==> src/rtl/hwpe_ctrl_ctx_sched.sv <==
// Job-context scheduler for an HWPE controller: a ring of job contexts that
// cores acquire and trigger, and a small engine FSM that launches them in order.
module hwpe_ctrl_ctx_sched #(
    parameter int unsigned N_CONTEXT = 4,
    parameter int unsigned N_CORES   = 16,
    parameter int unsigned ID_WIDTH  = 8
) (
    input  logic                           clk_i,
    input  logic                           rst_i,
    input  logic                           softclear_i,

    input  logic                           acquire_i,
    input  logic [$clog2(N_CORES)-1:0]     acquire_core_i,
    output logic                           acquire_ok_o,
    output logic [ID_WIDTH-1:0]            acquire_id_o,

    input  logic                           trigger_i,
    output logic                           start_o,
    output logic [$clog2(N_CONTEXT)-1:0]   running_ctx_o,
    output logic [$clog2(N_CONTEXT)-1:0]   pointer_ctx_o,

    input  logic                           done_i,
    output logic [N_CORES-1:0]             evt_o,
    output logic                           busy_o,
    output logic [$clog2(N_CONTEXT):0]     queued_o,
    output logic [15:0]                    finished_o,
    output logic                           err_o
);

    localparam int unsigned CTX_W  = $clog2(N_CONTEXT);
    localparam int unsigned CORE_W = $clog2(N_CORES);
    localparam int unsigned CNT_W  = CTX_W + 1;
    localparam int unsigned FIN_W  = 16;

    typedef enum logic [1:0] {
        CTX_FREE,
        CTX_ACQUIRED,
        CTX_QUEUED,
        CTX_RUNNING
    } ctx_state_e;

    typedef enum logic [1:0] {
        ENG_IDLE,
        ENG_START,
        ENG_BUSY
    } eng_state_e;

    ctx_state_e            ctx_state_q [N_CONTEXT];
    logic [CORE_W-1:0]     ctx_owner_q [N_CONTEXT];

    logic [CTX_W-1:0]      ptr_q;
    logic [CTX_W-1:0]      run_q;
    logic [CTX_W-1:0]      acq_ctx_q;
    logic                  lock_q;
    logic [ID_WIDTH-1:0]   job_cnt_q;
    logic [CNT_W-1:0]      queued_q;
    logic [FIN_W-1:0]      finished_q;
    logic [N_CORES-1:0]    evt_q;
    logic                  err_q;
    eng_state_e            eng_q;

    logic clear;
    logic acq_grant;
    logic trig_ok;
    logic trig_err;
    logic done_ok;
    logic done_err;
    logic eng_launch;

    // Event qualification, all decided on pre-edge state
    assign clear      = rst_i | softclear_i;
    assign acq_grant  = acquire_i & ~clear & ~lock_q & (ctx_state_q[ptr_q] == CTX_FREE);
    assign trig_ok    = trigger_i & lock_q;
    assign trig_err   = trigger_i & ~lock_q;
    assign done_ok    = done_i & (eng_q == ENG_BUSY);
    assign done_err   = done_i & (eng_q != ENG_BUSY);
    assign eng_launch = (eng_q == ENG_IDLE) & (queued_q != '0);

    assign acquire_ok_o  = acq_grant;
    assign acquire_id_o  = acq_grant ? job_cnt_q : '1;

    assign start_o       = (eng_q == ENG_START);
    assign busy_o        = (eng_q != ENG_IDLE);
    assign running_ctx_o = run_q;
    assign pointer_ctx_o = ptr_q;
    assign evt_o         = evt_q;
    assign queued_o      = queued_q;
    assign finished_o    = finished_q;
    assign err_o         = err_q;

    // Per-context state; the four events always target contexts in distinct states
    always_ff @(posedge clk_i) begin
        for (int unsigned i = 0; i < N_CONTEXT; i++) begin
            if (clear) begin
                ctx_state_q[i] <= CTX_FREE;
                ctx_owner_q[i] <= '0;
            end else begin
                if (acq_grant && (CTX_W'(i) == ptr_q)) begin
                    ctx_state_q[i] <= CTX_ACQUIRED;
                    ctx_owner_q[i] <= acquire_core_i;
                end
                if (trig_ok && (CTX_W'(i) == acq_ctx_q)) begin
                    ctx_state_q[i] <= CTX_QUEUED;
                end
                if (eng_launch && (CTX_W'(i) == run_q)) begin
                    ctx_state_q[i] <= CTX_RUNNING;
                end
                if (done_ok && (CTX_W'(i) == run_q)) begin
                    ctx_state_q[i] <= CTX_FREE;
                end
            end
        end
    end

    // Acquire lock, ring pointers and job counter
    always_ff @(posedge clk_i) begin
        if (clear) begin
            ptr_q     <= '0;
            run_q     <= '0;
            acq_ctx_q <= '0;
            lock_q    <= 1'b0;
            job_cnt_q <= '0;
        end else begin
            if (acq_grant) begin
                acq_ctx_q <= ptr_q;
                ptr_q     <= ptr_q + CTX_W'(1);
                job_cnt_q <= job_cnt_q + ID_WIDTH'(1);
                lock_q    <= 1'b1;
            end else if (trig_ok) begin
                lock_q    <= 1'b0;
            end
            if (done_ok) begin
                run_q <= run_q + CTX_W'(1);
            end
        end
    end

    // Queue occupancy: trigger adds a job, launch removes one (never both in a cycle with net change lost)
    always_ff @(posedge clk_i) begin
        if (clear) begin
            queued_q <= '0;
        end else begin
            case ({trig_ok, eng_launch})
                2'b10:   queued_q <= queued_q + CNT_W'(1);
                2'b01:   queued_q <= queued_q - CNT_W'(1);
                default: queued_q <= queued_q;
            endcase
        end
    end

    // Engine FSM
    always_ff @(posedge clk_i) begin
        if (clear) begin
            eng_q <= ENG_IDLE;
        end else begin
            case (eng_q)
                ENG_IDLE:  if (queued_q != '0) eng_q <= ENG_START;
                ENG_START: eng_q <= ENG_BUSY;
                ENG_BUSY:  if (done_i) eng_q <= ENG_IDLE;
                default:   eng_q <= ENG_IDLE;
            endcase
        end
    end

    // Completion event, statistics and sticky protocol error
    always_ff @(posedge clk_i) begin
        if (clear) begin
            evt_q      <= '0;
            finished_q <= '0;
            err_q      <= 1'b0;
        end else begin
            evt_q <= '0;
            if (done_ok) begin
                evt_q      <= N_CORES'(1) << ctx_owner_q[run_q];
                finished_q <= finished_q + FIN_W'(1);
            end
            if (trig_err || done_err) begin
                err_q <= 1'b1;
            end
        end
    end

endmodule

==> config.mk <==
export PLATFORM = sky130hd
export DESIGN_NAME = hwpe_ctrl_ctx_sched
export DESIGN_NICKNAME = d
export VERILOG_FILES = /design/src/rtl/hwpe_ctrl_ctx_sched.sv
export SDC_FILE = /design/constraint.sdc
export NUM_CORES = 1
export LEC_CHECK = 0
export CAP_MARGIN = 20
export CELL_PAD_IN_SITES_DETAIL_PLACEMENT = 0
export CELL_PAD_IN_SITES_GLOBAL_PLACEMENT = 1
export CORE_ASPECT_RATIO = 0.6
export CORE_MARGIN = 3
export CORE_UTILIZATION = 37
export CTS_CLUSTER_SIZE = 30
export DETAILED_ROUTE_END_ITERATION = 7
export MAX_ROUTING_LAYER = met4
export PLACE_DENSITY = 0.87
export RECOVER_POWER = 100
export SKIP_LAST_GASP = 1
export SLEW_MARGIN = 20
export SYNTH_ARGS = -nofsm -noshare
export SYNTH_HDL_FRONTEND = slang
export SYNTH_SLANG_ARGS = --single-unit
==> constraint.sdc <==
create_clock -name clk_i -period 2 [get_ports clk_i]
set_clock_uncertainty 0.15 [all_clocks]
set_input_delay 0.3 -clock clk_i [delete_from_list [all_inputs] [get_ports clk_i]]
set_output_delay 0.3 -clock clk_i [all_outputs]
set_load 0.02 [all_outputs]
==> results of run 1 <==
## how the worst max path moves through the flow
stage,start,end,depth (start not counted)
floorplan,ctx_state_q[3][1]$_SDFFCE_PP0P_,acquire_id_o[6],5
global placement,ctx_state_q[3][1]$_SDFFCE_PP0P_,acquire_id_o[6],4
detailed placement,softclear_i,acquire_id_o[5],5
CTS,ctx_state_q[3][0]$_SDFFCE_PP0P_,acquire_id_o[5],4
global route,ctx_state_q[3][1]$_SDFFCE_PP0P_,acquire_id_o[5],4
finish,ctx_state_q[3][1]$_SDFFCE_PP0P_,acquire_id_o[5],4
## state kept, by name, indices dropped and copies added (netlist names), named ones only
signal / cells
evt_o: 16
job_cnt_q: 8
ctx_state_q: 8
running_ctx_o: 2
queued_o: 3
acq_ctx_q: 2
err_o: 1
eng_q: 2
finished_o: 16
ctx_owner_q: 16
lock_q: 1
pointer_ctx_o: 2
## metal layers
| layer | GRT usage [%] | part of all wire [%] | vias to the layer above | wire [µm] |
|---|---|---|---|---|
| li1 | - | - | 1523 | - |
| met1 | 23.3 | 49 | 1461 | 4560 |
| met3 | 4.47 | 6.2 | 6 | 576 |
| met5 | - | 0 | - | 0 |
| met4 | 5.29 | 0.65 | 0 | 61 |
| met2 | 27.7 | 44 | 86 | 4120 |
## worst max-delay path: cells and delay by family (launching register included)
kind	cells	cell delay, ns
flops	1	0.40
buf+inv	1	0.14
simple gates	2	0.71
mux	1	0.56
## metrics by stage
step                cells  util, %  area (µm²)  setup TNS [ns]
finish                610     56.3        5210           -8.03
detailed placement    582     50.3        4660          -20.89
global route          610     56.3        5210          -11.67
floorplan             355        -        3600          -0.899
global placement      582     50.3        4660          -18.70
CTS                   607     55.1        5100           -5.95
## area by class of cell
class | count | area, µm² | share of cell area [%]
multi-input combinational | 254 | 1800 | 34.5
timing repair buffer | 118 | 1030 | 19.7
clock buffer | 10 | 239 | 4.59
clock inverter | 6 | 72.6 | 1.39
tap | 130 | 163 | 3.12
sequential | 81 | 1870 | 35.9
inverter | 11 | 41.3 | 0.793
## synthesized netlist by cell type (all sizes together)
cell,number,share of area (%)
and4b,1,0.28
o2111ai,1,0.25
clkbuf,8,0.84
a22oi,6,1.3
mux2i,2,0.56
and3,18,3.2
a2bb2oi,1,0.25
a31o,1,0.25
a21oi,16,2.2
fa,1,0.56
a221oi,1,0.25
and2,4,0.70
inv,11,1.2
mux4,6,3.8
or4,5,1.1
o31ai,6,1.3
buf,2,0.42
nand4,8,1.4
o21ai,11,1.5
nand3,16,2.2
nand4b,1,0.25
a31oi,1,0.18
nor4b,1,0.42
nor3,6,0.84
edfxtp,24,20
nor2b,2,0.35
nor4,3,0.53
xor2,8,2.0
xnor2,5,1.2
nand2,29,3.1
ha,11,3.9
a41o,1,0.28
or2,7,1.2
and4,2,0.49
nand2b,5,0.88
o21a,1,0.21
nand3b,3,0.63
dfxtp,57,32
o211ai,3,0.63
nor2,47,5.0
or3,13,2.3
## cell families (layout without fill, tap and decap cells)
family | Yosys count | in the layout
muxes | 8 | 9
AOI/OAI and AO/OA | 49 | 49
buffers and inverters | 21 | 145
xor gates and xnor gates | 13 | 13
and+or+nand+nor | 171 | 171
adders and majority gates | 12 | 12
DFF | 81 | 81
## power groups by stage
| stage | clock network (W) | registers, W | logic, W |
|---|---|---|---|
| detailed placement | 0 | 0.00177 | 0.000223 |
| global placement | 0 | 0.00177 | 0.000217 |
| finish | 0.00171 | 0.00174 | 0.000302 |
| CTS | 0.00174 | 0.00173 | 0.000279 |
| global route | 0.00179 | 0.00174 | 0.000324 |
| floorplan | 0 | 0.00177 | 0.000129 |
## repair_timing
action | in CTS | in global routing
setup buffers | 8 | 4
pin swaps | 11 | 15
cloned | 2 | 0
gates resized for setup | 60 | 41
hold endpoints to repair | 0 | 0
endpoints found under the setup margin | 19 | 58
==> implementation parameters, run 1 <==
Parameter                              Value

Status
  Run status    complete, but fails checks
  Violated checks    negative setup slack

Setup path
  Startpoint type of the worst setup path    register
  Type of the setup path with the least slack    register to output port
  Critical R2R Launch    ctx_state_q[3][1]$_SDFFCE_PP0P_
  Highest cell delay on the worst timing path    0.56 ns
  Worst R2R End    job_cnt_q[4]$_SDFFE_PN0N_
  R2r setup slk    -0.27 ns
  CP endpoint kind    output port
  Required arrival time at the worst endpoint    1.55 ns
  FF-to-FF path depth    7
  Arrival @ worst endpoint    2.15 ns
  Critical-path cell list    or2_1 -> mux4_2 -> or3_4 -> buf_6
  Cell with the largest stage delay on the worst path    mux4_2
  Crit path max fanout    5

Global routing
  Total GRT Usage    17.8%
  Via count of the first global-routing pass    2997
  Maximum number of pins on one net before global-route repair    24
  First-pass GRT wire length    14.9 mm
  Remaining global-route overflow    0
  Antenna violations before repair    0

Detailed routing
  Via Count    3076
  Remaining antenna violation count    0
  Routed len/inst    15.3 µm
  DRC violation total after the first TritonRoute iteration    174
  Routed wire length    9.32 mm
  Via-per-instance ratio    5.04
  Number of DRC violations after detailed routing    0
  First-pass iteration count of the detailed router    5

Pwr
  Leakage power    2.13 nW
  Maximum ir drop on the vdd rail    0.394 mV
  Design Power    0.00375 W
  Switching power as a share of total power    23.2%
  Share of power burned in combinational logic    8.0%
  Design internal power    0.00288 W
  Power dissipated by switching net loads    0.000869 W
  P per Cell Area    719 nW/µm²
  Part of the total power dissipated in sequential elements    46.3%
  Part of the power in the clock network    45.6%

STA
  Remaining max-slew budget at the tightest pin    68.0%
  Setup ws final    -0.596 ns
  Finish-stage setup viols    49
  Worst Max-Slew Pin Slew    0.481 ns
  Count of final max-slew check failures    0
  Minimum hold slack    0.345 ns
  Hold violation total from the final report    0
  Final period demand of the worst path    2.60 ns
  RSZ-0062 raised after global routing    yes
  Ratio of final minimum period to clock period    130%
  Fmax achieved    385 MHz

Clock tree
  H-tree levels    3
  Bufs on Longest Clock Path    2
  Latest clock arrival within the worst-skew pair    0.34 ns
  Clock transition at the registers of the reported paths    0.07 ns
  TritonCTS clock tree    built
  Clock tree root buffer cell    clkbuf_16
  Total CTS buffers    9
  Cts hold-fix bufs    0
  TritonCTS sink count    81

Synthesis
  Multiplexer share of the synthesized area    4.35%
  Syn. warnings    0
  Post-synthesis sequential element count    81
  Area share of and/or/nand/nor cells after synthesis    24.8%
  Main combinational cell family by area after synthesis    simple AND/OR/NAND/NOR gates
  Synthesized netlist cell count    355
  Synthesized Nets    377
  Summed instance area of the synthesized netlist    3560 µm²
  Share of the synthesized area in compound gates (AO/OA/AOI/OAI)    8.60%
  Sequential share of the synthesized area    52.2%
  Number of distinct library cells after synthesis    44
  Adder and majority gate portion of the synthesized area    4.42%
  Syn avg cell area    10.0 µm²
  Parity-gate share of the synthesized area counting xor and xnor cells    3.20%

Hold path
  Class of the tightest hold or removal check    register to register
  Hold Path End    job_cnt_q[7]$_SDFFE_PN0N_
  Worst hold stages    2
  Hold Path Origin    job_cnt_q[7]$_SDFFE_PN0N_

Floorplan
  Standard-cell rows    27
  Area of the placeable core    9260 µm²
  Overall die area    10900 µm²
  Chip width    133 µm
  Die Span Y    82.0 µm
  Initial standard-cell utilization of the core    38.5%
  Number of I/O pins    61

Cells and area
  Ant. Diodes    0
  Post-synthesis to final-layout area growth    46.2%
  Number of fillers in the final layout    813
  Layout cell share with drive strength beyond 1    26.0%
  Most frequent cells in the layout    dfxtp_1 (51), nor2_1 (46), dlygate4sd3_1 (35), buf_4 (35), edfxtp_1 (24)
  Post-layout nets    497
  Most common cell after layout, fill and taps aside    dfxtp_1

Run
  Number of violations of the max-capacitance limit    0

Placement
  Placer's final routability congestion estimate    0.770
  IO buf count    60
  Post-DP HPWL    6.62 mm
  Worst slack at placement    -0.588 ns
Power figures use the tool's default switching activity.
==> run 2, diff against run 1 <==
CORE_UTILIZATION = 41   (was 37)
PLACE_DENSITY = 0.91   (was 0.87)
clock period = 2.6 ns   (was 2 ns; I/O delays follow)
==> run 2 against run 1 <==
Against the previous run: the run still ends with negative setup slack left; critical path type unchanged; critical path depth unchanged; cell count shrank 9.8%; sequential cell count is the same; combinational power down 45%; die area is 9.2% lower; cell area is 10% lower; highest routed layer unchanged; via count fell by 3.9%.
==> implementation parameters, run 2 (same netlist as run 1, synthesis figures left out) <==
Parameter                              Value

Detailed routing
  Via-per-instance ratio    5.37
  Via Count    2955
  First-pass iteration count of the detailed router    6
  Number of DRC violations after detailed routing    0
  Remaining antenna violation count    0
  Routed wire length    8.52 mm
  DRC violation total after the first TritonRoute iteration    382
  Routed len/inst    15.5 µm

Setup path
  Critical-path cell list    or2_1 -> mux4_2 -> or3_4 -> buf_6
  Required arrival time at the worst endpoint    2.06 ns
  CP endpoint kind    output port
  Cell with the largest stage delay on the worst path    mux4_2
  Startpoint type of the worst setup path    register
  Worst R2R End    job_cnt_q[7]$_SDFFE_PN0N_
  Arrival @ worst endpoint    2.07 ns
  Highest cell delay on the worst timing path    0.54 ns
  R2r setup slk    0.24 ns
  Family with the most delay on the worst path    simple AND/OR/NAND/NOR gates
  Type of the setup path with the least slack    register to output port
  Crit path max fanout    5
  FF-to-FF path depth    6
  Critical R2R Launch    ctx_state_q[3][0]$_SDFFCE_PP0P_
  Number of buffer and inverter instances along the worst setup path    1

Placement
  Post-DP HPWL    6.30 mm
  Placer's final routability congestion estimate    0.836
  IO buf count    60
  Number of placed cells counting well taps    530

Status
  Violated checks    negative setup slack
  Run status    complete, but fails checks

Hold path
  Class of the tightest hold or removal check    register to register
  Worst hold stages    2
  Hold Path End    job_cnt_q[7]$_SDFFE_PN0N_
  Hold Path Origin    job_cnt_q[7]$_SDFFE_PN0N_

Pwr
  Maximum ir drop on the vdd rail    0.311 mV
  P per Cell Area    597 nW/µm²
  Leakage power    1.90 nW
  Design Power    0.00279 W

STA
  RSZ-0062 raised after global routing    yes
  Ratio of final minimum period to clock period    100%
  Count of final max-slew check failures    0
  Final period demand of the worst path    2.61 ns
  Setup ws final    -0.00975 ns
  Hold violation total from the final report    0
  Remaining max-slew budget at the tightest pin    42.6%
  Fmax achieved    383 MHz
  Finish-stage setup viols    1
  Minimum hold slack    0.334 ns
  Worst Max-Slew Pin Slew    0.861 ns
  Summed negative setup slack over all endpoints    -0.00975 ns

Cells and area
  Post-synthesis to final-layout area growth    31.3%
  Combined area of the multi-input logic cells    1640 µm²
  Most common cell after layout, fill and taps aside    dfxtp_1
  Layout cell share with drive strength beyond 1    11.1%
  Most frequent cells in the layout    dfxtp_1 (56), nor2_1 (47), dlygate4sd3_1 (42)
  Number of fillers in the final layout    684
  Non-Filler Instances    550
  Area occupied by registers    1860 µm²
  Ant. Diodes    0
  Post-layout nets    459

Clock tree
  Clock tree root buffer cell    clkbuf_16
  Clock transition at the registers of the reported paths    0.06 ns
  H-tree levels    3
  Latest clock arrival within the worst-skew pair    0.33 ns
  TritonCTS sink count    81
  Bufs on Longest Clock Path    2
  Total CTS buffers    9
  Cts hold-fix bufs    0
  TritonCTS clock tree    built

Floorplan
  Chip width    126 µm
  Area of the placeable core    8160 µm²
  Initial standard-cell utilization of the core    43.6%
  Standard-cell rows    25
  Number of I/O pins    61
  Overall die area    9880 µm²
  Die Span Y    78.2 µm

Run
  Number of violations of the max-capacitance limit    0

Global routing
  Via count of the first global-routing pass    2792
  Maximum number of pins on one net before global-route repair    24
  First-pass GRT wire length    14.0 mm
  Total GRT Usage    18.3%
  Remaining global-route overflow    0
  Antenna violations before repair    0
==> run 2: cell types whose count changed in the layout (fill, tap and decap cells not counted), moves of 5 or more <==
cell,change
buf_6,-7
dlygate4sd3_1,+7
nand2_2,-6
buf_4,-22
a21oi_2,-5
clkbuf_2,-7
a21oi_1,+5
nand2_1,+6
dfxtp_2,-5
dfxtp_1,+5
clkdlybuf4s50_1,-5
==> run 2: worst max path at each step <==
stage / end / slack [ns] / start / depth (start not counted)
after floorplan: acquire_id_o[6] / 0.22 / ctx_state_q[3][0]$_SDFFCE_PP0P_ / 5
after global placement: acquire_id_o[0] / -0.1 / softclear_i / 5
after detailed placement: acquire_id_o[0] / -0.12 / softclear_i / 5
after CTS: acquire_id_o[0] / -0.01 / ctx_state_q[3][1]$_SDFFCE_PP0P_ / 4
after global routing: acquire_id_o[0] / -0.07 / ctx_state_q[3][0]$_SDFFCE_PP0P_ / 4
final: acquire_id_o[0] / -0.01 / ctx_state_q[3][0]$_SDFFCE_PP0P_ / 4
==> run 2: cell type report <==
type | count | area share, %
flip-flops and latches | 81 | 39.8
inverters | 11 | 0.883
repair buffers | 80 | 14.8
well taps | 108 | 2.89
clock inverters | 6 | 1.52
clock buffers | 10 | 5.11
multi-input cells | 254 | 35.0
==> run 2: timing repair <==
action | 4_1_cts | 5_1_grt
pin swaps | 1 | 3
setup buffers | 1 | 2
cloned | 1 | 0
setup endpoints to repair | 8 | 9
gates resized for setup | 34 | 6
==> run 2: routing by layer <==
layer,up-vias,routed length [µm],share of wire [%],GRT usage (%)
met2,117,3570,42,25.3
met1,1375,4130,48,26.3
met3,11,708,8.3,4.42
met4,0,110,1.3,6.21
li1,1452,-,-,-
met5,-,0,0,-
==> run 2: power breakdown <==
part | leakage [nW] | internal, W | total (W) | switching [W]
clock | 0.154 | 0.000781 | 0.00129 | 0.000511
combinational | 1.02 | 0.0000662 | 0.000166 | 0.0000993
sequential | 0.728 | 0.00132 | 0.00134 | 0.0000133
==> run 2: worst register-to-register path: cells and delay by family, from the launching register on <==
| kind | cells | cell delay, ns |
|---|---|---|
| compound gates | 1 | 0.15 |
| buf+inv | 2 | 0.33 |
| flops | 1 | 0.37 |
| mux | 1 | 0.51 |
| simple gates | 2 | 0.78 |
==> run 2: metrics by stage <==
step | util (%) | worst slack [ns] | cell area, µm²
4_1_cts | 57.3 | -0.0123 | 4680
2_1_floorplan | - | 0.223 | 3560
5_1_grt | 57.3 | -0.0727 | 4680
3_3_place_gp | 53.7 | -0.0956 | 4380
6_report | 57.3 | -0.00975 | 4680
3_5_place_dp | 53.7 | -0.122 | 4380
==> run 3, diff against run 2 <==
CELL_PAD_IN_SITES_DETAIL_PLACEMENT = 1   (was 0)
==> run 3 against run 2 <==
Against the previous run: core utilization rose by 0.34 points; critical endpoint is now acquire_id_o[4]; global-route usage rose by 6.5 points; combinational power rose by 11%; fmax fell by 2.8%; worst setup slack got worse by 0.074 ns; clock-buffer cell count rose by 1; the flow still finishes with violations (negative setup slack); register-to-register slack got worse by 0.23 ns; largest cell class unchanged; sequential share of layout area fell by 0.23 points; via count rose by 7.2%; total power rose by 0.48%; die area did not move.
==> implementation parameters, run 3 (same netlist as run 1, synthesis figures left out) <==
Parameter                              Value

Floorplan
  Overall die area    9880 µm²
  Number of I/O pins    61
  Chip width    126 µm
  Initial standard-cell utilization of the core    43.6%
  Standard-cell rows    25
  Die Span Y    78.2 µm
  Area of the placeable core    8160 µm²

Global routing
  Antenna violations before repair    0
  Via count of the first global-routing pass    3368
  Remaining global-route overflow    0
  Total GRT Usage    24.8%
  Maximum number of pins on one net before global-route repair    24
  First-pass GRT wire length    18.4 mm

Setup path
  Critical R2R Launch    ctx_state_q[3][0]$_SDFFCE_PP0P_
  Type of the setup path with the least slack    register to output port
  Highest cell delay on the worst timing path    0.54 ns
  Cell with the largest stage delay on the worst path    mux4_2
  Critical-path cell list    or2_4 -> mux4_2 -> or3_4 -> buf_6
  Family with the most delay on the worst path    simple AND/OR/NAND/NOR gates
  Arrival @ worst endpoint    2.14 ns
  FF-to-FF path depth    6
  Worst R2R End    job_cnt_q[3]$_SDFFE_PN0N_
  Crit path max fanout    5
  Required arrival time at the worst endpoint    2.06 ns
  R2r setup slk    0.01 ns
  CP endpoint kind    output port
  Startpoint type of the worst setup path    register
  Number of buffer and inverter instances along the worst setup path    1

Pwr
  Leakage power    1.90 nW
  P per Cell Area    596 nW/µm²
  Maximum ir drop on the vdd rail    0.327 mV

STA
  Setup ws final    -0.0839 ns
  Remaining max-slew budget at the tightest pin    40.4%
  Count of final max-slew check failures    0
  Ratio of final minimum period to clock period    103%
  Hold violation total from the final report    0
  Final period demand of the worst path    2.68 ns
  RSZ-0062 raised after global routing    yes
  Worst Max-Slew Pin Slew    0.894 ns
  Fmax achieved    373 MHz
  Minimum hold slack    0.330 ns
  Finish-stage setup viols    10

Clock tree
  TritonCTS clock tree    built
  Bufs on Longest Clock Path    2
  Latest clock arrival within the worst-skew pair    0.34 ns
  Clock tree root buffer cell    clkbuf_16
  H-tree levels    3
  TritonCTS sink count    81
  Clock transition at the registers of the reported paths    0.06 ns
  Cts hold-fix bufs    0
  Total CTS buffers    9

Detailed routing
  DRC violation total after the first TritonRoute iteration    444
  Via-per-instance ratio    5.78
  Remaining antenna violation count    0
  Routed wire length    11.4 mm
  First-pass iteration count of the detailed router    5
  Routed len/inst    20.7 µm
  Number of DRC violations after detailed routing    0
  Via Count    3168

Cells and area
  Most common cell after layout, fill and taps aside    dfxtp_1
  Most frequent cells in the layout    dfxtp_1 (56), nor2_1 (47), dlygate4sd3_1 (44)
  Layout cell share with drive strength beyond 1    12.5%
  Ant. Diodes    0
  Post-synthesis to final-layout area growth    32.1%
  Post-layout nets    457

Status
  Violated checks    negative setup slack
  Run status    complete, but fails checks

Hold path
  Hold Path Origin    err_o$_SDFFE_PN0P_
  Hold Path End    err_o$_SDFFE_PN0P_
  Class of the tightest hold or removal check    register to register
  Worst hold stages    2

Placement
  Worst slack at placement    -0.135 ns
  Placer's final routability congestion estimate    0.836
  IO buf count    60
  Post-DP HPWL    7.92 mm

Run
  Number of violations of the max-capacitance limit    0
run 3: cell types whose count changed in the layout (fill, tap and decap cells not counted), sizes merged:
| cell | delta |
|---|---|
| buf | -5 |
| bufinv | -1 |
| clkbuf | +5 |
| clkdlybuf4s50 | -2 |
| clkinv | +1 |
| dlygate4sd3 | +2 |
| dlymetal6s2s | -1 |
| inv | -1 |
run 3: how the worst max path moves through the flow:
stage	start	endpoint	slack, ns	cells after the start
floorplan	ctx_state_q[3][0]$_SDFFCE_PP0P_	acquire_id_o[6]	0.22	5
global placement	softclear_i	acquire_id_o[0]	-0.1	5
detailed placement	softclear_i	acquire_id_o[0]	-0.13	5
CTS	ctx_state_q[3][1]$_SDFFCE_PP0P_	acquire_id_o[0]	-0.06	4
global route	ctx_state_q[3][0]$_SDFFCE_PP0P_	acquire_id_o[4]	-0.13	4
finish	ctx_state_q[3][0]$_SDFFCE_PP0P_	acquire_id_o[4]	-0.08	4
run 3: per-layer routing:
metal	up-vias	GRT usage (%)	share of wire, %
met1	1561	31.2	43
li1	1450	-	-
met5	-	-	0
met2	126	39.2	47
met3	31	7.75	7.1
met4	0	6.85	2.4
run 3: area by class of cell:
cell class	instances	area (µm²)
Multi-Input combinational cell	254	1680
Tap cell	108	135
Inverter	11	41.3
Fill cell	887	3460
Timing Repair Buffer	78	684
Sequential cell	81	1860
Clock inverter	5	41.3
Clock buffer	11	264
run 3: worst register-to-register path: stages, from the launching register on:
cell and delay (ns):
edfxtp_1 0.40, or2_4 0.29, mux4_2 0.53, clkbuf_4 0.17, clkbuf_2 0.23, or4_1 0.58, a21oi_1 0.17
run 3: where the power goes:
group / switching, W / internal [W] / total [W]
combinational: 0.000115 / 0.0000701 / 0.000185
clock: 0.000540 / 0.000742 / 0.00128
sequential: 0.0000167 / 0.00132 / 0.00134
total: 0.000672 / 0.00213 / 0.00281
run 3: through the flow:
step / cells / util [%] / TNS, ns / total power, W / area (µm²)
floorplan: 355 / - / 0 / 0.00145 / 3560
global placement: 530 / 53.7 / -0.606 / 0.00152 / 4380
detailed placement: 530 / 53.7 / -0.886 / 0.00153 / 4380
CTS: 549 / 57.9 / -0.275 / 0.00282 / 4730
global route: 548 / 57.6 / -1.30 / 0.00291 / 4710
finish: 548 / 57.6 / -0.622 / 0.00281 / 4710
run 3: what timing repair did:
| action | 4_1_cts | 5_1_grt |
|---|---|---|
| gates cloned | 1 | 0 |
| setup buffers | 2 | 0 |
| resized for setup | 47 | 8 |
| setup endpoints to repair | 9 | 13 |
| pin swaps | 3 | 3 |
